`src/rtl/cp_remover.sv`:
```
// Cyclic-prefix remover: drops the CP_LEN-sample prefix of each OFDM symbol and forwards FFT_LEN payload samples.
// Optional build macro CP_REMOVER_ZERO_PAD_EN zero-pads a truncated final symbol instead of aborting it.
module cp_remover #(
  parameter int DATA_W  = 12,
  parameter int CP_LEN  = 16,
  parameter int FFT_LEN = 64
) (
  input  logic              clk,
  input  logic              reset,
  input  logic              valid_in,
  input  logic [DATA_W-1:0] data_in_re,
  input  logic [DATA_W-1:0] data_in_im,
  input  logic              last_symbol_in,
  output logic [DATA_W-1:0] data_out_re,
  output logic [DATA_W-1:0] data_out_im,
  output logic              valid_out,
  output logic              sym_start,
  output logic              sym_end,
  output logic              frame_done,
  output logic              sym_abort,
  output logic [7:0]        sym_count
);

  localparam int SYM_LEN = CP_LEN + FFT_LEN;
  localparam int IDX_W   = $clog2(SYM_LEN);

  localparam logic [IDX_W-1:0] IDX_ZERO      = IDX_W'(0);
  localparam logic [IDX_W-1:0] IDX_LAST_CP   = IDX_W'(CP_LEN - 1);
  localparam logic [IDX_W-1:0] IDX_FIRST_PAY = IDX_W'(CP_LEN);
  localparam logic [IDX_W-1:0] IDX_LAST      = IDX_W'(SYM_LEN - 1);

  typedef enum logic [2:0] {
    ST_IDLE = 3'd0,
    ST_SKIP = 3'd1,
    ST_PASS = 3'd2,
    ST_DONE = 3'd3
`ifdef CP_REMOVER_ZERO_PAD_EN
    , ST_PAD = 3'd4
`endif
  } state_e;

  state_e            state_q, state_d;
  logic [IDX_W-1:0]  idx_q, idx_d;
  logic [IDX_W-1:0]  idx_inc;
  logic [IDX_W-1:0]  idx_post;
  logic [7:0]        sym_count_q, sym_count_d;
  logic [DATA_W-1:0] data_re_q, data_re_d;
  logic [DATA_W-1:0] data_im_q, data_im_d;
  logic              valid_q, valid_d;
  logic              start_q, start_d;
  logic              end_q, end_d;
  logic              done_q, done_d;
  logic              abort_q, abort_d;

  function automatic logic [7:0] sat_inc(input logic [7:0] v);
    if (v == 8'hFF) begin
      return v;
    end else begin
      return v + 8'd1;
    end
  endfunction

  // Next-state, index and output decode for the symbol framing FSM.
  always_comb begin
    state_d     = state_q;
    idx_d       = idx_q;
    idx_post    = idx_q;
    sym_count_d = sym_count_q;
    data_re_d   = '0;
    data_im_d   = '0;
    valid_d     = 1'b0;
    start_d     = 1'b0;
    end_d       = 1'b0;
    done_d      = 1'b0;
    abort_d     = 1'b0;
    if (idx_q == IDX_LAST) begin
      idx_inc = IDX_ZERO;
    end else begin
      idx_inc = idx_q + IDX_W'(1);
    end

    case (state_q)
      ST_IDLE: begin
        if (valid_in && !last_symbol_in) begin
          idx_d       = IDX_W'(1);
          sym_count_d = 8'd0;
          state_d     = ST_SKIP;
        end else begin
          idx_d = IDX_ZERO;
        end
      end

      ST_SKIP: begin
        if (valid_in) begin
          idx_d = idx_inc;
          if (idx_q == IDX_LAST_CP) begin
            state_d = ST_PASS;
          end else begin
            state_d = ST_SKIP;
          end
        end else begin
          idx_d = idx_q;
        end
        // Ending inside the prefix never loses payload, so no abort is reported.
        if (last_symbol_in) begin
          state_d = ST_DONE;
          idx_d   = IDX_ZERO;
          done_d  = 1'b1;
        end else begin
          done_d  = 1'b0;
        end
      end

      ST_PASS: begin
        if (valid_in) begin
          valid_d   = 1'b1;
          data_re_d = data_in_re;
          data_im_d = data_in_im;
          start_d   = (idx_q == IDX_FIRST_PAY);
          idx_post  = idx_inc;
          if (idx_q == IDX_LAST) begin
            end_d       = 1'b1;
            sym_count_d = sat_inc(sym_count_q);
            state_d     = ST_SKIP;
          end else begin
            state_d     = ST_PASS;
          end
        end else begin
          idx_post = idx_q;
        end
        idx_d = idx_post;
        // Termination is judged on the index after this cycle's sample is taken.
        if (last_symbol_in) begin
          if ((idx_post == IDX_ZERO) || (idx_post == IDX_FIRST_PAY)) begin
            state_d = ST_DONE;
            idx_d   = IDX_ZERO;
            done_d  = 1'b1;
          end else begin
`ifdef CP_REMOVER_ZERO_PAD_EN
            state_d = ST_PAD;
`else
            state_d = ST_DONE;
            idx_d   = IDX_ZERO;
            done_d  = 1'b1;
            abort_d = 1'b1;
`endif
          end
        end else begin
          done_d = 1'b0;
        end
      end

`ifdef CP_REMOVER_ZERO_PAD_EN
      ST_PAD: begin
        valid_d = 1'b1;
        idx_d   = idx_inc;
        if (idx_q == IDX_LAST) begin
          end_d       = 1'b1;
          sym_count_d = sat_inc(sym_count_q);
          state_d     = ST_DONE;
          done_d      = 1'b1;
        end else begin
          state_d     = ST_PAD;
        end
      end
`endif

      ST_DONE: begin
        idx_d = IDX_ZERO;
        if (!last_symbol_in) begin
          state_d = ST_IDLE;
        end else begin
          state_d = ST_DONE;
        end
      end

      default: begin
        state_d = ST_IDLE;
        idx_d   = IDX_ZERO;
      end
    endcase
  end

  // State and registered outputs, synchronous active-high reset.
  always_ff @(posedge clk) begin
    if (reset) begin
      state_q     <= ST_IDLE;
      idx_q       <= IDX_ZERO;
      sym_count_q <= 8'd0;
      data_re_q   <= '0;
      data_im_q   <= '0;
      valid_q     <= 1'b0;
      start_q     <= 1'b0;
      end_q       <= 1'b0;
      done_q      <= 1'b0;
      abort_q     <= 1'b0;
    end else begin
      state_q     <= state_d;
      idx_q       <= idx_d;
      sym_count_q <= sym_count_d;
      data_re_q   <= data_re_d;
      data_im_q   <= data_im_d;
      valid_q     <= valid_d;
      start_q     <= start_d;
      end_q       <= end_d;
      done_q      <= done_d;
      abort_q     <= abort_d;
    end
  end

  assign data_out_re = data_re_q;
  assign data_out_im = data_im_q;
  assign valid_out   = valid_q;
  assign sym_start   = start_q;
  assign sym_end     = end_q;
  assign frame_done  = done_q;
  assign sym_abort   = abort_q;
  assign sym_count   = sym_count_q;

endmodule

```
`config.mk`:
```
export PLATFORM = sky130hd
export DESIGN_NAME = cp_remover
export DESIGN_NICKNAME = d
export VERILOG_FILES = /design/src/rtl/cp_remover.sv
export SDC_FILE = /design/constraint.sdc
export NUM_CORES = 1
export LEC_CHECK = 0
export ABC_AREA = 1
export CORE_ASPECT_RATIO = 0.7
export CORE_MARGIN = 5
export CORE_UTILIZATION = 30
export DETAILED_ROUTE_END_ITERATION = 10
export GPL_ROUTABILITY_DRIVEN = 0
export PLACE_DENSITY_LB_ADDON = 0.25
export SLEW_MARGIN = 0
export SYNTH_ARGS = -nofsm -noshare
export SYNTH_HDL_FRONTEND = slang
export SYNTH_SLANG_ARGS = --single-unit
export TNS_END_PERCENT = 100
```
`constraint.sdc`:
```
create_clock -name clk -period 1.8 [get_ports clk]
set_input_delay 0.18 -clock clk [delete_from_list [all_inputs] [get_ports clk]]
set_output_delay 0.18 -clock clk [all_outputs]
set_load 0.05 [all_outputs]
```
==> results of run 1 <==
## sequential cells by signal, indices dropped and copies added (netlist names)
name,count
state_q,2
data_out_im,12
data_out_re,12
sym_end,1
sym_start,1
valid_out,1
idx_q,7
frame_done,1
sym_abort,1
sym_count,8
## worst paths after layout
| check | to | slack, ns |
|---|---|---|
| setup / recovery | sym_count[6] | 0.07 |
| hold / removal | data_out_im[3]$_SDFF_PP0_ | 0.40 |
| setup reg to reg | sym_count[1]$_SDFFE_PP0P_ | 0.22 |
| hold reg to reg | state_q[1]$_SDFFE_PP0P_ | 0.51 |
## layout by cell type (no fill, tap or decap), types with 2 or more instances in the layout
master           count
buf_4                8
dfxtp_1             45
ha_1                 7
xor2_1               3
nand3_1             20
clkdlybuf4s50_1     61
clkbuf_8             5
o21ai_4              2
nand2_1             50
o21ai_0              8
nor2_1              53
o21ai_1              2
inv_1               46
a21oi_1             11
dlymetal6s2s_1       2
inv_2                2
nand2_4              2
## cell families after synthesis
logic type,after synthesis
and+or+nand+nor,131
AOI/OAI and AO/OA,24
DFF,46
xor gates and xnor gates,4
adders and majority gates,8
buffers and inverters,52
## power by group
part | internal, µW | switching (µW) | leakage (µW)
clock network | 417 | 370 | 0.0000585
logic | 216 | 305 | 0.000818
registers | 1050 | 22.7 | 0.000372
## per-layer routing
layer | vias to the layer above | wire, µm
met5 | - | 0
met4 | 0 | 30
met3 | 2 | 734
met2 | 63 | 1868
met1 | 779 | 2130
li1 | 955 | -
## per-stage QoR
| stage | area (µm²) | cells | utilization | setup WS [ns] | power, µW |
|---|---|---|---|---|---|
| global placement | 2749 | 412 | 0.4380 | 0.1057 | 1610 |
| global route | 2870 | 420 | 0.4573 | 0.005158 | 2509 |
| CTS | 2861 | 420 | 0.4559 | 0.03070 | 2408 |
| detailed placement | 2749 | 412 | 0.4380 | 0.05439 | 1616 |
| finish | 2870 | 420 | 0.4573 | 0.06891 | 2379 |
| floorplan | 1954 | 265 | - | 0.06659 | 1404 |
## layout make-up
class                   instances  area [µm²]
fillers                       629        3406
flip-flops and latches         46       922.1
multi-input cells             167       838.3
repair buffers                 72       715.7
inverters                      49       183.9
well taps                      78       97.59
clock buffers                   5       68.82
clock inverters                 3       43.79
## repair_timing
action                     4_1_cts  5_1_grt
resized for setup                0        4
hold buffers                     0        0
setup endpoints to repair        0       26
## worst reg2reg max path, stage by stage (launching register included)
cell and delay, ns:
dfxtp_1 0.39, ha_1 0.23, nand3_2 0.11, nor2_4 0.14, nand2_4 0.07, o21ai_4 0.26, nand2_4 0.13, nand3_1 0.09
o21ai_1 0.06
==> flow_metrics.env, run 1 <==
export IMPL_die_w_um=106.5
export IMPL_r2r_cells=8
export IMPL_initial_core_util=0.3114
export IMPL_peakVddDrop_mv=0.4497
export IMPL_io_pins=65
export IMPL_worstSetupPathType="reg2out"
export IMPL_synth_compound_area_frac=0.07490
export IMPL_synthArstFlopShare=0
export IMPL_cp_max_fo=6
export IMPL_post_cts_buffers=0
export IMPL_vias_per_cell=4.283
export IMPL_slew_headroom=0.6344
export IMPL_regToRegStartpoint="idx_q[0]$_SDFF_PP0_"
export IMPL_setup_viol=0
export IMPL_use_met2=0.1669
export IMPL_hold_start="data_in_im[3]"
export IMPL_grt_max_degree=25
export IMPL_start_kind="flip-flop"
export IMPL_root_buffer="clkbuf_8"
export IMPL_whs_path_depth=3
export IMPL_slew_viol_final=0
export IMPL_synth_most_common_cell="nor2_1"
export IMPL_ys_top_cells_by_area="dfxtp_1 47%, nor2_1 10%, nand2_1 9.6%"
export IMPL_yosys_warnings=0
export IMPL_clk_pin_slew_ns=0.09
export IMPL_crit_family="buffers and inverters"
export IMPL_synth_top_cells_by_count="53 x nor2_1, 50 x nand2_1, 46 x dfxtp_1, 46 x inv_1, 20 x nand3_1"
export IMPL_die_area_um2=8255
export IMPL_hold_path_class="in2reg"
export IMPL_synth_top_area_share=0.4712
export IMPL_grt_pass1_wl_um=8038
export IMPL_post_route_min_period_ns=1.731
export IMPL_rsz0062_at_grt="false"
export IMPL_timing_fmax_ghz=0.5777
export IMPL_cts_buffer_depth=2
export IMPL_synth_mux_area_frac=0
export IMPL_overflow=0
export IMPL_drv_cap=0
export IMPL_synth_top_family_by_area="simple AND/OR/NAND/NOR gates"
export IMPL_yosysSeqAreaShare=0.4712
export IMPL_startpoint="sym_count[6]$_SDFFE_PP0P_"
export IMPL_antenna_found_initial=0
export IMPL_setup_tns_ns=0
export IMPL_die_y_um=77.53
export IMPL_fin_worst_skew_ns=0.003730
export IMPL_num_rows=24
export IMPL_whs_ns=0.3957
export IMPL_critical_path_cell_chain="clkdlybuf4s50_1"
export IMPL_cts_tree="done"
export IMPL_wl_um=4763
export IMPL_crit_required_ns=1.62
export IMPL_routedWlPerCell_um=11.34
export IMPL_worst_pin_slew_ns=0.5467
export IMPL_synth_seq_cells=46
export IMPL_synth_simple_area_share=0.2836
export IMPL_p_leak_uw=0.001248
export IMPL_min_period_over_period=0.9617
export IMPL_p_per_area_nw_per_um2=829.0
export IMPL_core_area_um2=6276
export IMPL_htree_levels=2
export IMPL_status="complete, no violations"
export IMPL_clk_latency_ns=0.29
export IMPL_area_growth_syn_to_layout_pct=46.86
export IMPL_synth_nets=301
export IMPL_yosys_area_top_type="dfxtp_1"
export IMPL_dp_hpwl_um=3708
export IMPL_cp_slowest_cell="clkdlybuf4s50_1"
export IMPL_drive_above_1_share=0.08187
export IMPL_drt_initial_drc_count=80
export IMPL_crit_arrival_ns=1.55
export IMPL_clock_sinks=46
export IMPL_port_buffers=64
export IMPL_insertedDiodeCount=0
export IMPL_cts_buffers_inserted=5
export IMPL_grt_use_met1=0.1457
export IMPL_ys_types=24
export IMPL_worst_path_buf_inv=1
export IMPL_met3_usage=0.08541
export IMPL_drcViolationCount=0
export IMPL_synthesis_area_um2=1954
export IMPL_cp_num_cells=1
export IMPL_synthCells=265
export IMPL_hold_viol=0
export IMPL_cp_slowest_stage_delay_ns=0.84
export IMPL_synth_main_ff_cell="dfxtp_1"
export IMPL_synth_avg_cell_area_um2=7.375
export IMPL_dr_pass1_iters=4
export IMPL_synthAdderAreaFrac=0.05122
export IMPL_track_usage=0.1183
export IMPL_grt_pass1_vias=1748
export IMPL_top_usage_layer="met2"
export IMPL_synth_edf_count=0
export IMPL_synth_xor_area_frac=0.01793
export IMPL_drtAntennaViolNets=0
export IMPL_cp_end_kind="output pin"
export IMPL_via_count=1799
export IMPL_final_nets=377
Note: power is estimated with default switching activity, not from simulation.
==> inputs of run 2 (changes only) <==
--- a/config.mk
+++ b/config.mk
@@ -5,10 +5,11 @@
 export SDC_FILE = /design/constraint.sdc
 export NUM_CORES = 1
 export LEC_CHECK = 0
-export ABC_AREA = 1
+export ABC_AREA = 0
 export CORE_ASPECT_RATIO = 0.7
 export CORE_MARGIN = 5
 export CORE_UTILIZATION = 30
+export CTS_CLUSTER_SIZE = 40
 export DETAILED_ROUTE_END_ITERATION = 10
 export GPL_ROUTABILITY_DRIVEN = 0
 export PLACE_DENSITY_LB_ADDON = 0.25
==> flow_metrics.env, run 2 <==
export IMPL_synth_top_cells_by_count="46 x dfxtp_1, 26 x and3_1, 16 x nor2_1"
export IMPL_synth_mux_area_frac=0.02075
export IMPL_wl_um=5043
export IMPL_worst_pin_slew_ns=0.5224
export IMPL_crit_required_ns=2.04
export IMPL_drive_above_1_share=0.2351
export IMPL_total_power_uw=2222
export IMPL_hold_viol=0
export IMPL_synth_avg_cell_area_um2=9.411
export IMPL_final_common_cell="clkdlybuf4s50_1"
export IMPL_synth_compound_area_frac=0.1336
export IMPL_die_area_um2=8161
export IMPL_synthesis_area_um2=1929
export IMPL_synth_top_area_share=0.4773
export IMPL_cp_max_fo=2
export IMPL_vias_per_cell=4.605
export IMPL_min_period_over_period=1.036
export IMPL_synth_simple_area_share=0.2367
export IMPL_crit_arrival_ns=2.10
export IMPL_cp_end_kind="flip-flop"
export IMPL_peakVddDrop_mv=0.4800
export IMPL_yosys_warnings=0
export IMPL_fin_ws_ns=-0.06412
export IMPL_cts_buffers_inserted=5
export IMPL_synth_top_family_by_area="simple AND/OR/NAND/NOR gates"
export IMPL_violations="negative setup slack"
export IMPL_overflow=0
export IMPL_synth_xor_area_frac=0.03178
export IMPL_core_area_um2=6246
export IMPL_track_usage=0.1289
export IMPL_num_rows=24
export IMPL_die_y_um=77.10
export IMPL_clk_pin_slew_ns=0.09
export IMPL_final_instance_count_excl_fill=380
export IMPL_clk_latency_ns=0.30
export IMPL_hold_buffers=0
export IMPL_initial_core_util=0.3089
export IMPL_yosysSeqAreaShare=0.4773
export IMPL_synth_seq_cells=46
export IMPL_setup_viol=2
export IMPL_io_pins=65
export IMPL_insertedDiodeCount=0
export IMPL_final_nets=337
export IMPL_cts_buffer_depth=2
export IMPL_via_count=1750
export IMPL_worstSetupPathType="reg2reg"
export IMPL_seqCellArea_um2=934.6
export IMPL_drtAntennaViolNets=0
export IMPL_dp_hpwl_um=3906
export IMPL_dp_cells=371
export IMPL_rsz0062_at_grt="true"
export IMPL_synthCells=205
export IMPL_post_route_min_period_ns=1.864
export IMPL_drt_initial_drc_count=74
export IMPL_fillers=592
export IMPL_port_buffers=64
export IMPL_cts_tree="done"
export IMPL_layout_common_cells="61 x clkdlybuf4s50_1, 39 x dfxtp_1, 37 x buf_4"
export IMPL_antenna_found_initial=0
export IMPL_slew_headroom=0.6507
export IMPL_htree_levels=2
export IMPL_p_per_area_nw_per_um2=718.5
export IMPL_grt_max_degree=38
export IMPL_hold_path_class="in2reg"
export IMPL_synth_main_ff_cell="dfxtp_1"
export IMPL_grt_pass1_vias=1760
export IMPL_area_growth_syn_to_layout_pct=60.31
export IMPL_synth_most_common_cell="dfxtp_1"
export IMPL_synthArstFlopShare=0
export IMPL_yosys_area_top_type="dfxtp_1"
export IMPL_synthAdderAreaFrac=0.05188
export IMPL_drcViolationCount=0
export IMPL_start_kind="flip-flop"
export IMPL_ys_types=47
export IMPL_drv_cap=0
export IMPL_synth_edf_count=0
export IMPL_dr_pass1_iters=4
export IMPL_slew_viol_final=0
export IMPL_routedWlPerCell_um=13.27
export IMPL_grt_pass1_wl_um=8583
export IMPL_ys_top_cells_by_area="dfxtp_1 48%, and3_1 8.4%, ha_1 5.2%"
export IMPL_p_leak_uw=0.001313
export IMPL_die_w_um=105.9
export IMPL_timing_fmax_ghz=0.5364
export IMPL_multiInputGateArea_um2=998.5
export IMPL_status="complete, but fails checks"
export IMPL_clock_sinks=46
export IMPL_fin_worst_skew_ns=0.004400
export IMPL_root_buffer="clkbuf_8"
export IMPL_dp_slack_ns=-0.1239
export IMPL_synth_nets=241
==> run 2: final timing paths <==
kind | startpoint | slack (ns) | cells past startpoint | end
hold reg to reg | state_q[1]$_SDFFE_PP0P_ | 0.56 | 2 | state_q[1]$_SDFFE_PP0P_
setup / recovery | idx_q[5]$_SDFF_PP0_ | -0.06 | 5 | sym_count[5]$_SDFFE_PP0P_
hold / removal | data_in_re[7] | 0.45 | 2 | data_out_re[7]$_SDFF_PP0_
setup reg to reg | idx_q[5]$_SDFF_PP0_ | -0.06 | 5 | sym_count[5]$_SDFFE_PP0P_
==> run 2: critical path, cell delays in order, from the launching register on <==
cell and delay (ns):
dfxtp_2 0.33, or3b_4 0.41, a211o_1 0.31, a21o_1 0.17, or4_1 0.46, a21oi_1 0.12
==> run 2: metrics by stage <==
stage / utilization / area, µm² / hold WS (ns) / setup TNS (ns)
4_1_cts: 0.4810 / 3004 / 0.4412 / -0.05937
6_report: 0.4952 / 3093 / 0.4517 / -0.08370
3_3_place_gp: 0.4647 / 2903 / 0.5674 / -0.6653
5_1_grt: 0.4952 / 3093 / 0.4323 / -0.5566
2_1_floorplan: - / 1953 / 0.3325 / -0.2853
3_5_place_dp: 0.4647 / 2903 / 0.5735 / -0.8469
==> run 2: area by class of cell <==
class | count | share of cell area
clock buffer | 5 | 0.02225
clock inverter | 3 | 0.007282
inverter | 9 | 0.01092
multi-input combinational | 137 | 0.3228
sequential | 46 | 0.3022
tap | 78 | 0.03155
timing repair buffer | 102 | 0.3030
==> run 2: repair_timing <==
action / 4_1_cts / 5_1_grt
setup endpoints to repair: 6 / 18
resized for setup: 4 / 19
pin swaps: 2 / 7
setup buffers: 0 / 1
hold endpoints to repair: 0 / 0
cloned: 0 / 0
==> run 2: cells by family after synthesis <==
kind of cell,Yosys count
compound gates,36
xor+xnor,7
fa+ha+maj,8
buf+inv,22
flops,46
mux,4
simple gates,82
==> run 2: per-layer routing <==
metal / part of all wire / track usage / routed length [µm]
met5: 0 / 0 / 0
met4: 0.011 / 0.04528 / 56
met3: 0.055 / 0.04279 / 278
met2: 0.44 / 0.1889 / 2213
met1: 0.49 / 0.1762 / 2494
==> run 2: where the power goes <==
group | internal, µW | total, µW | switching (µW)
logic | 239 | 510 | 271
clock network | 279 | 659 | 380
registers | 1040 | 1050 | 11.8
==> inputs of run 3 (changes only) <==
--- a/config.mk
+++ b/config.mk
@@ -13,6 +13,7 @@
 export DETAILED_ROUTE_END_ITERATION = 10
 export GPL_ROUTABILITY_DRIVEN = 0
 export PLACE_DENSITY_LB_ADDON = 0.25
+export SKIP_CTS_REPAIR_TIMING = 1
 export SLEW_MARGIN = 0
 export SYNTH_ARGS = -nofsm -noshare
 export SYNTH_HDL_FRONTEND = slang
==> flow_metrics.env, run 3 (same netlist as run 2, synthesis figures left out) <==
export IMPL_via_count=1763
export IMPL_antenna_found_initial=0
export IMPL_grt_pass1_vias=1750
export IMPL_worst_path_buf_inv=0
export IMPL_drive_above_1_share=0.2226
export IMPL_multiInputGateArea_um2=970.9
export IMPL_cp_end_kind="flip-flop"
export IMPL_whs_ns=0.4500
export IMPL_clk_latency_ns=0.30
export IMPL_worstSetupPathType="reg2reg"
export IMPL_drt_initial_drc_count=82
export IMPL_setup_tns_ns=-0.04694
export IMPL_drtAntennaViolNets=0
export IMPL_timing_fmax_ghz=0.5425
export IMPL_hold_viol=0
export IMPL_dr_pass1_iters=4
export IMPL_final_common_cell="clkdlybuf4s50_1"
export IMPL_violations="negative setup slack"
export IMPL_setup_viol=2
export IMPL_p_per_area_nw_per_um2=726.6
export IMPL_initial_core_util=0.3089
export IMPL_crit_required_ns=2.04
export IMPL_slew_headroom=0.6507
export IMPL_fin_ws_ns=-0.04330
export IMPL_area_growth_syn_to_layout_pct=58.30
export IMPL_port_buffers=64
export IMPL_insertedDiodeCount=0
export IMPL_slew_viol_final=0
export IMPL_io_pins=65
export IMPL_cp_slowest_stage_delay_ns=0.46
export IMPL_die_area_um2=8161
export IMPL_track_usage=0.1282
export IMPL_fillers=597
export IMPL_htree_levels=2
export IMPL_min_period_over_period=1.024
export IMPL_root_buffer="clkbuf_8"
export IMPL_critical_path_cell_chain="or3b_4 > a211o_1 > a21o_1 > or4_1 > a21oi_1"
export IMPL_crit_arrival_ns=2.09
export IMPL_final_nets=336
export IMPL_dp_slack_ns=-0.1239
export IMPL_seqCellArea_um2=934.6
export IMPL_crit_family="simple AND/OR/NAND/NOR gates"
export IMPL_status="complete, but fails checks"
export IMPL_clock_sinks=46
export IMPL_cp_slowest_cell="or4_1"
export IMPL_layout_common_cells="61 x clkdlybuf4s50_1, 39 x dfxtp_1, 37 x buf_4"
export IMPL_drv_cap=0
export IMPL_num_rows=24
export IMPL_cts_tree="done"
export IMPL_vias_per_cell=4.652
export IMPL_drcViolationCount=0
export IMPL_rsz0062_at_grt="true"
export IMPL_core_area_um2=6246
export IMPL_fin_worst_skew_ns=0.008165
export IMPL_grt_pass1_wl_um=8528
export IMPL_post_route_min_period_ns=1.843
export IMPL_start_kind="flip-flop"
export IMPL_hold_path_class="in2reg"
export IMPL_p_leak_uw=0.001307
export IMPL_fin_util=0.4890
export IMPL_die_w_um=105.9
export IMPL_clk_pin_slew_ns=0.10
export IMPL_cts_buffer_depth=2
export IMPL_overflow=0
export IMPL_cp_max_fo=2
export IMPL_grt_max_degree=38
export IMPL_peakVddDrop_mv=0.4835
export IMPL_dp_hpwl_um=3906
export IMPL_wl_um=5022
export IMPL_routedWlPerCell_um=13.25
export IMPL_worst_pin_slew_ns=0.5224
export IMPL_die_y_um=77.10
export IMPL_cts_buffers_inserted=5
==> run 3: changes by cell type in the layout (fill, tap and decap cells not counted), sizes merged <==
cell / change
buf: -1
==> run 3: path summary, 6_finish.rpt <==
check / cells after the start / startpoint / slack (ns) / to
max reg2reg: 5 / idx_q[5]$_SDFF_PP0_ / -0.04 / sym_count[5]$_SDFFE_PP0P_
min reg2reg: 2 / state_q[1]$_SDFFE_PP0P_ / 0.56 / state_q[1]$_SDFFE_PP0P_
max: 5 / idx_q[5]$_SDFF_PP0_ / -0.04 / sym_count[5]$_SDFFE_PP0P_
min: 2 / data_in_re[1] / 0.45 / data_out_re[1]$_SDFF_PP0_
==> run 3: final cells by class <==
cell class	count	share of cell area
repair buffers	101	0.3032
inverters	9	0.01106
well taps	78	0.03195
multi-input cells	137	0.3179
clock inverters	3	0.007374
clock buffers	5	0.02253
flip-flops and latches	46	0.3060
==> run 3: routing by layer <==
| layer | vias up | part of all wire | GRT usage |
|---|---|---|---|
| met4 | 0 | 0.011 | 0.04528 |
| met2 | 40 | 0.44 | 0.1864 |
| li1 | 922 | - | - |
| met3 | 4 | 0.064 | 0.04279 |
| met1 | 797 | 0.48 | 0.1762 |
| met5 | - | 0 | 0 |
==> run 3: metrics by stage <==
step / area [µm²] / total power [µW] / cells
final: 3054 / 2219 / 379
after global routing: 3054 / 2362 / 379
after CTS: 2994 / 2231 / 379
after detailed placement: 2903 / 1568 / 371
after global placement: 2903 / 1563 / 371
after floorplan: 1953 / 1350 / 205
==> run 3: power by group <==
group          switching (µW)  internal (µW)  leakage, µW
clock                     381            279    0.0000451
combinational             266            239     0.000887
sequential               11.9           1040     0.000375
